`config.mk`:
```
export PLATFORM = sky130hd
export DESIGN_NAME = dct_2d_sequencer
export DESIGN_NICKNAME = d
export VERILOG_FILES = /design/src/rtl/dct2d_pkg.sv /design/src/rtl/dct2d_addr_map.sv /design/src/rtl/dct_2d_sequencer.sv
export SDC_FILE = /design/constraint.sdc
export NUM_CORES = 1
export LEC_CHECK = 0
export ABC_AREA = 1
export BUFFER_PORTS_ARGS = -buffer_cell sky130_fd_sc_hd__buf_2
export CORE_MARGIN = 1
export CORE_UTILIZATION = 54
export CTS_BUF_LIST = sky130_fd_sc_hd__clkbuf_8
export CTS_CLUSTER_SIZE = 30
export DETAILED_ROUTE_END_ITERATION = 12
export PLACE_DENSITY = 0.86
export SKIP_LAST_GASP = 1
export SLEW_MARGIN = 20
export SYNTH_ARGS = -nofsm -noshare
export SYNTH_HDL_FRONTEND = slang
export SYNTH_HIERARCHICAL = 1
export SYNTH_SLANG_ARGS = --single-unit
```
`constraint.sdc`:
```
create_clock -name clock -period 2.7 [get_ports clock]
set_clock_uncertainty 0.05 [all_clocks]
set_input_delay 0.405 -clock clock [delete_from_list [all_inputs] [get_ports clock]]
set_output_delay 0.405 -clock clock [all_outputs]
set_load 0.02 [all_outputs]
```
`src/rtl/dct2d_pkg.sv`:
```
// Shared types and constants for the 2-D DCT sequencer: FSM states, pass
// encoding, index/EBR address widths and the transpose address helper.
package dct2d_pkg;

  localparam int IDX_W  = 3;
  localparam int ADDR_W = 6;

  localparam logic PASS_ROW = 1'b0;
  localparam logic PASS_COL = 1'b1;

  localparam logic [IDX_W-1:0] LAST_LINE = 3'd7;

  typedef enum logic [2:0] {
    IDLE     = 3'd0,
    CORE_RST = 3'd1,
    RUN      = 3'd2,
    NEXT     = 3'd3,
    DONE     = 3'd4
  } state_t;

  // Row pass walks the row-major block; column pass reads it transposed.
  function automatic logic [ADDR_W-1:0] ebr_addr(input logic             pass,
                                                 input logic [IDX_W-1:0] line,
                                                 input logic [IDX_W-1:0] idx);
    return (pass == PASS_COL) ? {idx, line} : {line, idx};
  endfunction

endpackage

```
`src/rtl/dct2d_addr_map.sv`:
```
// Combinational transpose mapping from core element indices to EBR addresses
// and EBR selects; sits directly in the core's address path.
module dct2d_addr_map
  import dct2d_pkg::*;
(
  input  logic              pass,
  input  logic [IDX_W-1:0]  line,
  input  logic [IDX_W-1:0]  core_fetch_addr,
  input  logic [IDX_W-1:0]  core_result_addr,
  output logic [ADDR_W-1:0] src_raddr,
  output logic [ADDR_W-1:0] dst_waddr,
  output logic              src_sel,
  output logic              dst_sel
);

  // Row pass: pixel EBR -> intermediate; column pass: intermediate -> output.
  assign src_raddr = ebr_addr(pass, line, core_fetch_addr);
  assign dst_waddr = ebr_addr(pass, line, core_result_addr);
  assign src_sel   = pass;
  assign dst_sel   = pass;

endmodule

```
`src/rtl/dct_2d_sequencer.sv`:
```
// Drives one 1-D DCT core through 8 row passes and 8 column passes of an 8x8
// block. Optional per-line watchdog enabled by defining DCT2D_WATCHDOG_EN.
module dct_2d_sequencer
  import dct2d_pkg::*;
#(
  parameter int RESET_CYCLES   = 2,
  parameter int TIMEOUT_CYCLES = 255
) (
  input  logic              clock,
  input  logic              nreset,
  input  logic              start,
  output logic              busy,
  output logic              done,
  output logic              error,
  output logic              pass,
  output logic [IDX_W-1:0]  line,
  output logic              core_nreset,
  input  logic              core_done,
  input  logic [IDX_W-1:0]  core_fetch_addr,
  input  logic [IDX_W-1:0]  core_result_addr,
  input  logic              core_result_wren,
  output logic [ADDR_W-1:0] src_raddr,
  output logic              src_sel,
  output logic [ADDR_W-1:0] dst_waddr,
  output logic              dst_sel,
  output logic              dst_wren
);

  if (RESET_CYCLES < 1 || RESET_CYCLES > 15 || TIMEOUT_CYCLES < 1) begin : g_bad_param
    $error("dct_2d_sequencer: RESET_CYCLES must be 1..15, TIMEOUT_CYCLES >= 1");
  end

  localparam logic [3:0] RST_LAST = 4'(RESET_CYCLES - 1);

  state_t     state;
  logic [3:0] rst_cnt;
  logic       run_first;
  logic       core_done_ok;
  logic       wd_expire;

  // The first RUN cycle sees whatever core_done was left over from before reset.
  assign core_done_ok = (state == RUN) && !run_first && core_done;

`ifdef DCT2D_WATCHDOG_EN
  localparam int WD_W = $clog2(TIMEOUT_CYCLES + 1);
  localparam logic [WD_W-1:0] WD_LAST = WD_W'(TIMEOUT_CYCLES - 1);

  logic [WD_W-1:0] wd_cnt;
  logic            err_q;

  assign wd_expire = (state == RUN) && !core_done_ok && (wd_cnt == WD_LAST);
  assign error     = err_q;

  always_ff @(posedge clock) begin
    if (!nreset || state != RUN) wd_cnt <= '0;
    else if (wd_cnt != WD_LAST)  wd_cnt <= wd_cnt + 1'b1;
  end

  always_ff @(posedge clock) begin
    if (!nreset)                    err_q <= 1'b0;
    else if (state == IDLE && start) err_q <= 1'b0;
    else if (wd_expire)             err_q <= 1'b1;
  end
`else
  assign wd_expire = 1'b0;
  assign error     = 1'b0;
`endif

  always_ff @(posedge clock) begin
    if (!nreset) begin
      state       <= IDLE;
      busy        <= 1'b0;
      done        <= 1'b0;
      pass        <= PASS_ROW;
      line        <= '0;
      core_nreset <= 1'b0;
      rst_cnt     <= '0;
      run_first   <= 1'b0;
    end else begin
      done <= 1'b0;
      case (state)
        IDLE: begin
          if (start) begin
            state   <= CORE_RST;
            busy    <= 1'b1;
            pass    <= PASS_ROW;
            line    <= '0;
            rst_cnt <= '0;
          end
        end
        CORE_RST: begin
          if (rst_cnt == RST_LAST) begin
            state       <= RUN;
            core_nreset <= 1'b1;
            run_first   <= 1'b1;
          end else begin
            rst_cnt <= rst_cnt + 1'b1;
          end
        end
        RUN: begin
          run_first <= 1'b0;
          if (core_done_ok) begin
            state       <= NEXT;
            core_nreset <= 1'b0;
          end else if (wd_expire) begin
            // Abort pulses done now; DONE then only returns to IDLE.
            state       <= DONE;
            core_nreset <= 1'b0;
            done        <= 1'b1;
          end
        end
        NEXT: begin
          rst_cnt <= '0;
          if (line != LAST_LINE) begin
            line  <= line + 1'b1;
            state <= CORE_RST;
          end else if (pass == PASS_ROW) begin
            pass  <= PASS_COL;
            line  <= '0;
            state <= CORE_RST;
          end else begin
            state <= DONE;
          end
        end
        DONE: begin
          done  <= !error;
          busy  <= 1'b0;
          state <= IDLE;
        end
        default: state <= IDLE;
      endcase
    end
  end

  assign dst_wren = (state == RUN) && core_result_wren;

  dct2d_addr_map u_addr_map (
    .pass             (pass),
    .line             (line),
    .core_fetch_addr  (core_fetch_addr),
    .core_result_addr (core_result_addr),
    .src_raddr        (src_raddr),
    .dst_waddr        (dst_waddr),
    .src_sel          (src_sel),
    .dst_sel          (dst_sel)
  );

endmodule

```
==> flow_metrics.env, run 1 <==
export IMPL_status="finished with violations"
export IMPL_violations="DRC"
export IMPL_setup_slack_ns=0.851
export IMPL_synth_edf_count=0
export IMPL_synth_cells=150
export IMPL_grt_overflow=0
export IMPL_cp_end_kind="primary output"
export IMPL_cts_hold_fix_buffers=0
export IMPL_portBuffers=32
export IMPL_pwr_share_comb=0.435
export IMPL_dieArea_sq_um=1910
export IMPL_whs_path_depth=3
export IMPL_dr_wl_met3_um=99
export IMPL_clock_sinks=15
export IMPL_drc=3
export IMPL_drive_above_1_share=0.280
export IMPL_design_area_sq_um=1130
export IMPL_dpl_worst_slack_ns=1.13
export IMPL_gp_routability_congestion=0.784
export IMPL_dpl_cell_area_sq_um=1080
export IMPL_fillers=138
export IMPL_postCtsSetupBuffers=0
export IMPL_wl_met1_um=849
export IMPL_grt_pass1_vias=907
export IMPL_drt_first_iter_violations=16
export IMPL_grt_pass1_wl_um=3480
export IMPL_wl_per_cell_um=11.1
export IMPL_synthesis_area_sq_um=938
export IMPL_vias=1022
export IMPL_pwr_share_seq=0.350
export IMPL_crit_type="flip-flop to primary output"
export IMPL_syn_to_final_growth_pct=20.8
export IMPL_drv_slew=0
export IMPL_die_h_um=43.7
export IMPL_cts_buffers=3
export IMPL_netSwitchingPower_mw=0.390
export IMPL_synth_distinct_cells=23
export IMPL_setup_viol=0
export IMPL_ys_seq_area_frac=0.320
export IMPL_rows=14
export IMPL_drt_pass1_iterations=8
export IMPL_tritoncts="yes"
export IMPL_cap_violations=0
export IMPL_synth_ff_type="dfxtp_1"
export IMPL_vias_per_cell=5.16
export IMPL_async_reset_ff_frac=0
export IMPL_regArea_sq_um=300
export IMPL_cts_resized=0
export IMPL_multi_input_area_sq_um=533
export IMPL_tightest_slew_ns=0.596
export IMPL_max_freq_ghz=0.541
export IMPL_clkTransAtPathRegs_ns=0.07
export IMPL_p_int_mw=0.486
export IMPL_netSwitchingFraction=0.445
export IMPL_hp_class="input port to flip-flop"
export IMPL_synth_fp_nets=165
export IMPL_yosysWarnings=6
export IMPL_antenna_cells=0
export IMPL_final_cell_mix="nand2_1, buf_2, nor2_1"
export IMPL_clk_latency_ns=0.25
export IMPL_avgSynthCellArea_sq_um=6.26
export IMPL_pin_count=34
export IMPL_initial_core_util=0.602
export IMPL_rsz0062_at_grt="no"
export IMPL_vdd_drop_max_mv=0.497
export IMPL_met2_length_um=1200
export IMPL_p_leak_nw=0.639
export IMPL_powerDensity_nw_per_um2=773
export IMPL_wl_um=2200
export IMPL_ant_nets=0
export IMPL_hold_viol=0
export IMPL_ys_ff_latch=15
export IMPL_antenna_found_initial=0
export IMPL_grt_start_max_net_pins=16
export IMPL_cts_root_buf="clkbuf_8"
export IMPL_power_share_clock=0.215
export IMPL_post_route_period_util=0.685
export IMPL_stdcell_count=198
export IMPL_fin_crit_ns=1.85
export IMPL_highest_signal_layer="met4"
export IMPL_final_nets=198
export IMPL_slew_headroom=0.602
export IMPL_final_common_cell="nand2_1"
export IMPL_fp_coreArea_sq_um=1560
export IMPL_die_x_um=43.7
export IMPL_arrival_ns=1.39
export IMPL_worst_ep_required_time_ns=2.25
export IMPL_rr_worst_depth=8
export IMPL_path_max_fanout=15
export IMPL_dpl_cell_count=194
export IMPL_grt_usage=0.242
export IMPL_h_tree_depth=1
export IMPL_tns_ns=0
export IMPL_cp_start_kind="flip-flop"
export IMPL_hpwlAfterDp_um=1730
export IMPL_cts_buffer_depth=2
[through the flow]
stage | hold WS [ns] | power, mW | util
2_1_floorplan | 0.389 | 0.594 | -
3_3_place_gp | 0.394 | 0.665 | 0.696
3_5_place_dp | 0.401 | 0.690 | 0.696
4_1_cts | 0.382 | 0.875 | 0.727
5_1_grt | 0.395 | 0.930 | 0.727
6_report | 0.382 | 0.876 | 0.727
[state kept, by name, summed over array words and instances (netlist names)]
signal       count
busy             1
core_nreset      1
done             1
line             3
pass             1
rst_cnt          4
run_first        1
state            3
[cell families (layout without fill, tap and decap cells)]
kind of cell             count (synthesis)  in the layout  synth area share
buffers and inverters                   21             53             0.112
other                                    1              1           0.00400
AO/OA/AOI/OAI                           17             17            0.0987
adder cells (fa/ha/maj)                  4              4            0.0533
flip-flops                              15             15             0.320
AND/OR/NAND/NOR                         92             92             0.412
[final timing paths]
check | slack [ns] | from | end
hold reg to reg | 0.41 | run_first | run_first
hold / removal | 0.38 | nreset | state[0]
setup / recovery | 0.85 | pass | dst_waddr[1]
setup reg to reg | 1.18 | line[0] | line[2]
[power by group through the flow]
stage | combinational (mW) | sequential [mW] | clock (mW)
after floorplan | 0.286 | 0.308 | 0
after global placement | 0.359 | 0.307 | 0
after detailed placement | 0.378 | 0.312 | 0
after CTS | 0.380 | 0.307 | 0.188
after global routing | 0.420 | 0.314 | 0.197
final | 0.381 | 0.307 | 0.188
[Yosys cell counts, drive strengths merged, types with 3 or more instances]
library cell | count | area (sq um)
nand2 | 62 | 243
ha | 4 | 50.1
a21oi | 12 | 63.8
dfxtp | 15 | 300
nor2 | 22 | 87.6
nand3 | 6 | 45.0
o21ai | 3 | 15.0
inv | 16 | 67.6
buf | 4 | 33.8
[critical path: stages, from the launching register on]
cell,delay [ns]
dfxtp_1,0.70
nand2_1,0.17
nand2_1,0.11
buf_2,0.16
[layer usage]
metal  GRT usage  vias to the layer above
met4       0.106                        0
li1            -                      529
met2       0.484                       34
met1       0.242                      451
met5           0                        -
met3      0.0292                        8
[final cells by class]
| cell class | count | share of cell area |
|---|---|---|
| Timing Repair Buffer | 32 | 0.141 |
| Multi-Input combinational cell | 114 | 0.470 |
| Inverter | 17 | 0.0629 |
| Clock buffer | 3 | 0.0364 |
| Tap cell | 16 | 0.0177 |
| Sequential cell | 15 | 0.265 |
| Clock inverter | 1 | 0.00662 |
Power figures use the tool's default switching activity.
==> run 2: changes to the inputs <==
--- a/config.mk
+++ b/config.mk
@@ -8,11 +8,11 @@
 export ABC_AREA = 1
 export BUFFER_PORTS_ARGS = -buffer_cell sky130_fd_sc_hd__buf_2
 export CORE_MARGIN = 1
-export CORE_UTILIZATION = 54
+export CORE_UTILIZATION = 45
 export CTS_BUF_LIST = sky130_fd_sc_hd__clkbuf_8
 export CTS_CLUSTER_SIZE = 30
 export DETAILED_ROUTE_END_ITERATION = 12
-export PLACE_DENSITY = 0.86
+export PLACE_DENSITY = 0.77
 export SKIP_LAST_GASP = 1
 export SLEW_MARGIN = 20
 export SYNTH_ARGS = -nofsm -noshare
==> constraint.sdc (replaced) <==
create_clock -name clock -period 1.7 [get_ports clock]
set_clock_uncertainty 0.05 [all_clocks]
set_input_delay 0.255 -clock clock [delete_from_list [all_inputs] [get_ports clock]]
set_output_delay 0.255 -clock clock [all_outputs]
set_load 0.02 [all_outputs]
==> run 2 against run 1 <==
Effect of this change: the flow now finishes without violations; global-route usage is 7.0 points lower; register-to-register slack worse by 0.93 ns; clock-buffer cell count stayed put; total power is 55% higher; clock power is 49% higher; combinational power is 63% higher; hold slack worse by 0.17 ns; sequential power is 48% higher; flip-flop and latch count stayed put; largest cell class unchanged.
==> flow_metrics.env, run 2 (synthesis results as in run 1) <==
export IMPL_vias_per_cell=4.62
export IMPL_rsz0062_at_grt="no"
export IMPL_initial_core_util=0.478
export IMPL_vias=970
export IMPL_rows=16
export IMPL_p_leak_nw=0.648
export IMPL_grt_usage=0.172
export IMPL_drc=0
export IMPL_arrival_ns=1.27
export IMPL_cp_top_family="flip-flops"
export IMPL_critPathMaxStageDelay_ns=0.37
export IMPL_antenna_cells=0
export IMPL_drt_first_iter_violations=21
export IMPL_antenna_found_initial=0
export IMPL_worst_ep_required_time_ns=1.39
export IMPL_crit_type="flip-flop to primary output"
export IMPL_hpwlAfterDp_um=1510
export IMPL_postCtsSetupBuffers=0
export IMPL_drv_slew=0
export IMPL_final_common_cell="nand2_1"
export IMPL_utilization=0.587
export IMPL_fp_coreArea_sq_um=1960
export IMPL_largest_registers="rst_cnt: 4 flops, line: 3 flops, state: 3 flops"
export IMPL_wl_per_cell_um=8.92
export IMPL_tritoncts="yes"
export IMPL_cts_buffers=3
export IMPL_critPathSlowestCell="dfxtp_1"
export IMPL_portBuffers=32
export IMPL_grt_overflow=0
export IMPL_cts_buffer_depth=2
export IMPL_clkTransAtPathRegs_ns=0.06
export IMPL_clk_latency_ns=0.24
export IMPL_setup_viol=0
export IMPL_design_area_sq_um=1150
export IMPL_dpl_cell_area_sq_um=1110
export IMPL_drt_pass1_iterations=4
export IMPL_grt_start_max_net_pins=16
export IMPL_hp_class="input port to flip-flop"
export IMPL_syn_to_final_growth_pct=22.8
export IMPL_grt_pass1_vias=741
export IMPL_gp_routability_congestion=0.836
export IMPL_cp_end_kind="primary output"
export IMPL_cts_root_buf="clkbuf_8"
export IMPL_max_freq_ghz=0.636
export IMPL_die_h_um=47.7
export IMPL_status="complete, no violations"
export IMPL_path_buf_inv=3
export IMPL_cap_violations=0
export IMPL_final_nets=199
export IMPL_hold_viol=0
export IMPL_cts_resized=0
export IMPL_die_x_um=47.7
export IMPL_fin_crit_ns=1.57
export IMPL_cp_cell_sequence="inv_2 > nand2_1 > nor2_1 > inv_2 > nor2_1 > buf_2"
export IMPL_wl_um=1870
export IMPL_h_tree_depth=1
export IMPL_clock_sinks=15
export IMPL_path_max_fanout=6
export IMPL_vdd_drop_max_mv=0.808
export IMPL_cp_start_kind="flip-flop"
export IMPL_cts_hold_fix_buffers=0
export IMPL_largest_reg_flops=4
export IMPL_powerDensity_nw_per_um2=1170
export IMPL_post_route_period_util=0.925
export IMPL_pin_count=34
export IMPL_dieArea_sq_um=2270
export IMPL_regMostFlops="rst_cnt"
export IMPL_drive_above_1_share=0.284
export IMPL_grt_pass1_wl_um=2770
export IMPL_final_cell_mix="nand2_1, buf_2, nor2_1"
export IMPL_tns_ns=0
export IMPL_ant_nets=0
run 2: cell count changes in the layout (fill, tap and decap cells not counted):
| cell | before | now |
|---|---|---|
| buf_4 | 0 | 1 |
| clkinv_2 | 0 | 1 |
| clkinvlp_4 | 1 | 0 |
run 2: tightest hold or removal path: cells and delay by family:
kind | cells | cell delay [ns]
buffers and inverters | 1 | 0.09
and+or+nand+nor | 1 | 0.07
AOI/OAI and AO/OA | 1 | 0.06
run 2: final timing paths:
path | startpoint | end | slack, ns | cells after the start
setup / recovery | state[2] | dst_wren | 0.13 | 6
hold / removal | start | busy | 0.21 | 3
setup reg to reg | line[0] | line[2] | 0.25 | 8
hold reg to reg | run_first | run_first | 0.42 | 2
run 2: area by class of cell:
type                    instances  area, sq um
fillers                       208          810
repair buffers                 33          168
multi-input cells             114          533
clock inverters                 1         5.00
well taps                      27         33.8
flip-flops and latches         15          300
inverters                      17         71.3
clock buffers                   3         41.3
run 2: per-stage QoR:
step | hold WS, ns | cells | total power [mW] | setup WS [ns]
after floorplan | 0.325 | 150 | 0.943 | 0.245
after global placement | 0.397 | 206 | 1.07 | 0.318
after detailed placement | 0.410 | 206 | 1.08 | 0.253
after CTS | 0.214 | 210 | 1.37 | 0.123
after global routing | 0.268 | 210 | 1.48 | 0.0174
final | 0.214 | 210 | 1.35 | 0.128
run 2: power by group:
part	switching, mW	internal [mW]	total [mW]
Sequential	0.0535	0.401	0.454
Combinational	0.407	0.212	0.620
Clock	0.118	0.162	0.280
Total	0.579	0.774	1.35
run 2: layer usage:
metal | wire, um | vias up | global-route usage | part of all wire
li1 | - | 530 | - | -
met1 | 858 | 415 | 0.190 | 0.46
met2 | 948 | 25 | 0.329 | 0.51
met3 | 66 | 0 | 0.0340 | 0.035
met4 | 0 | 0 | 0.0500 | 0
met5 | 0 | - | 0 | 0
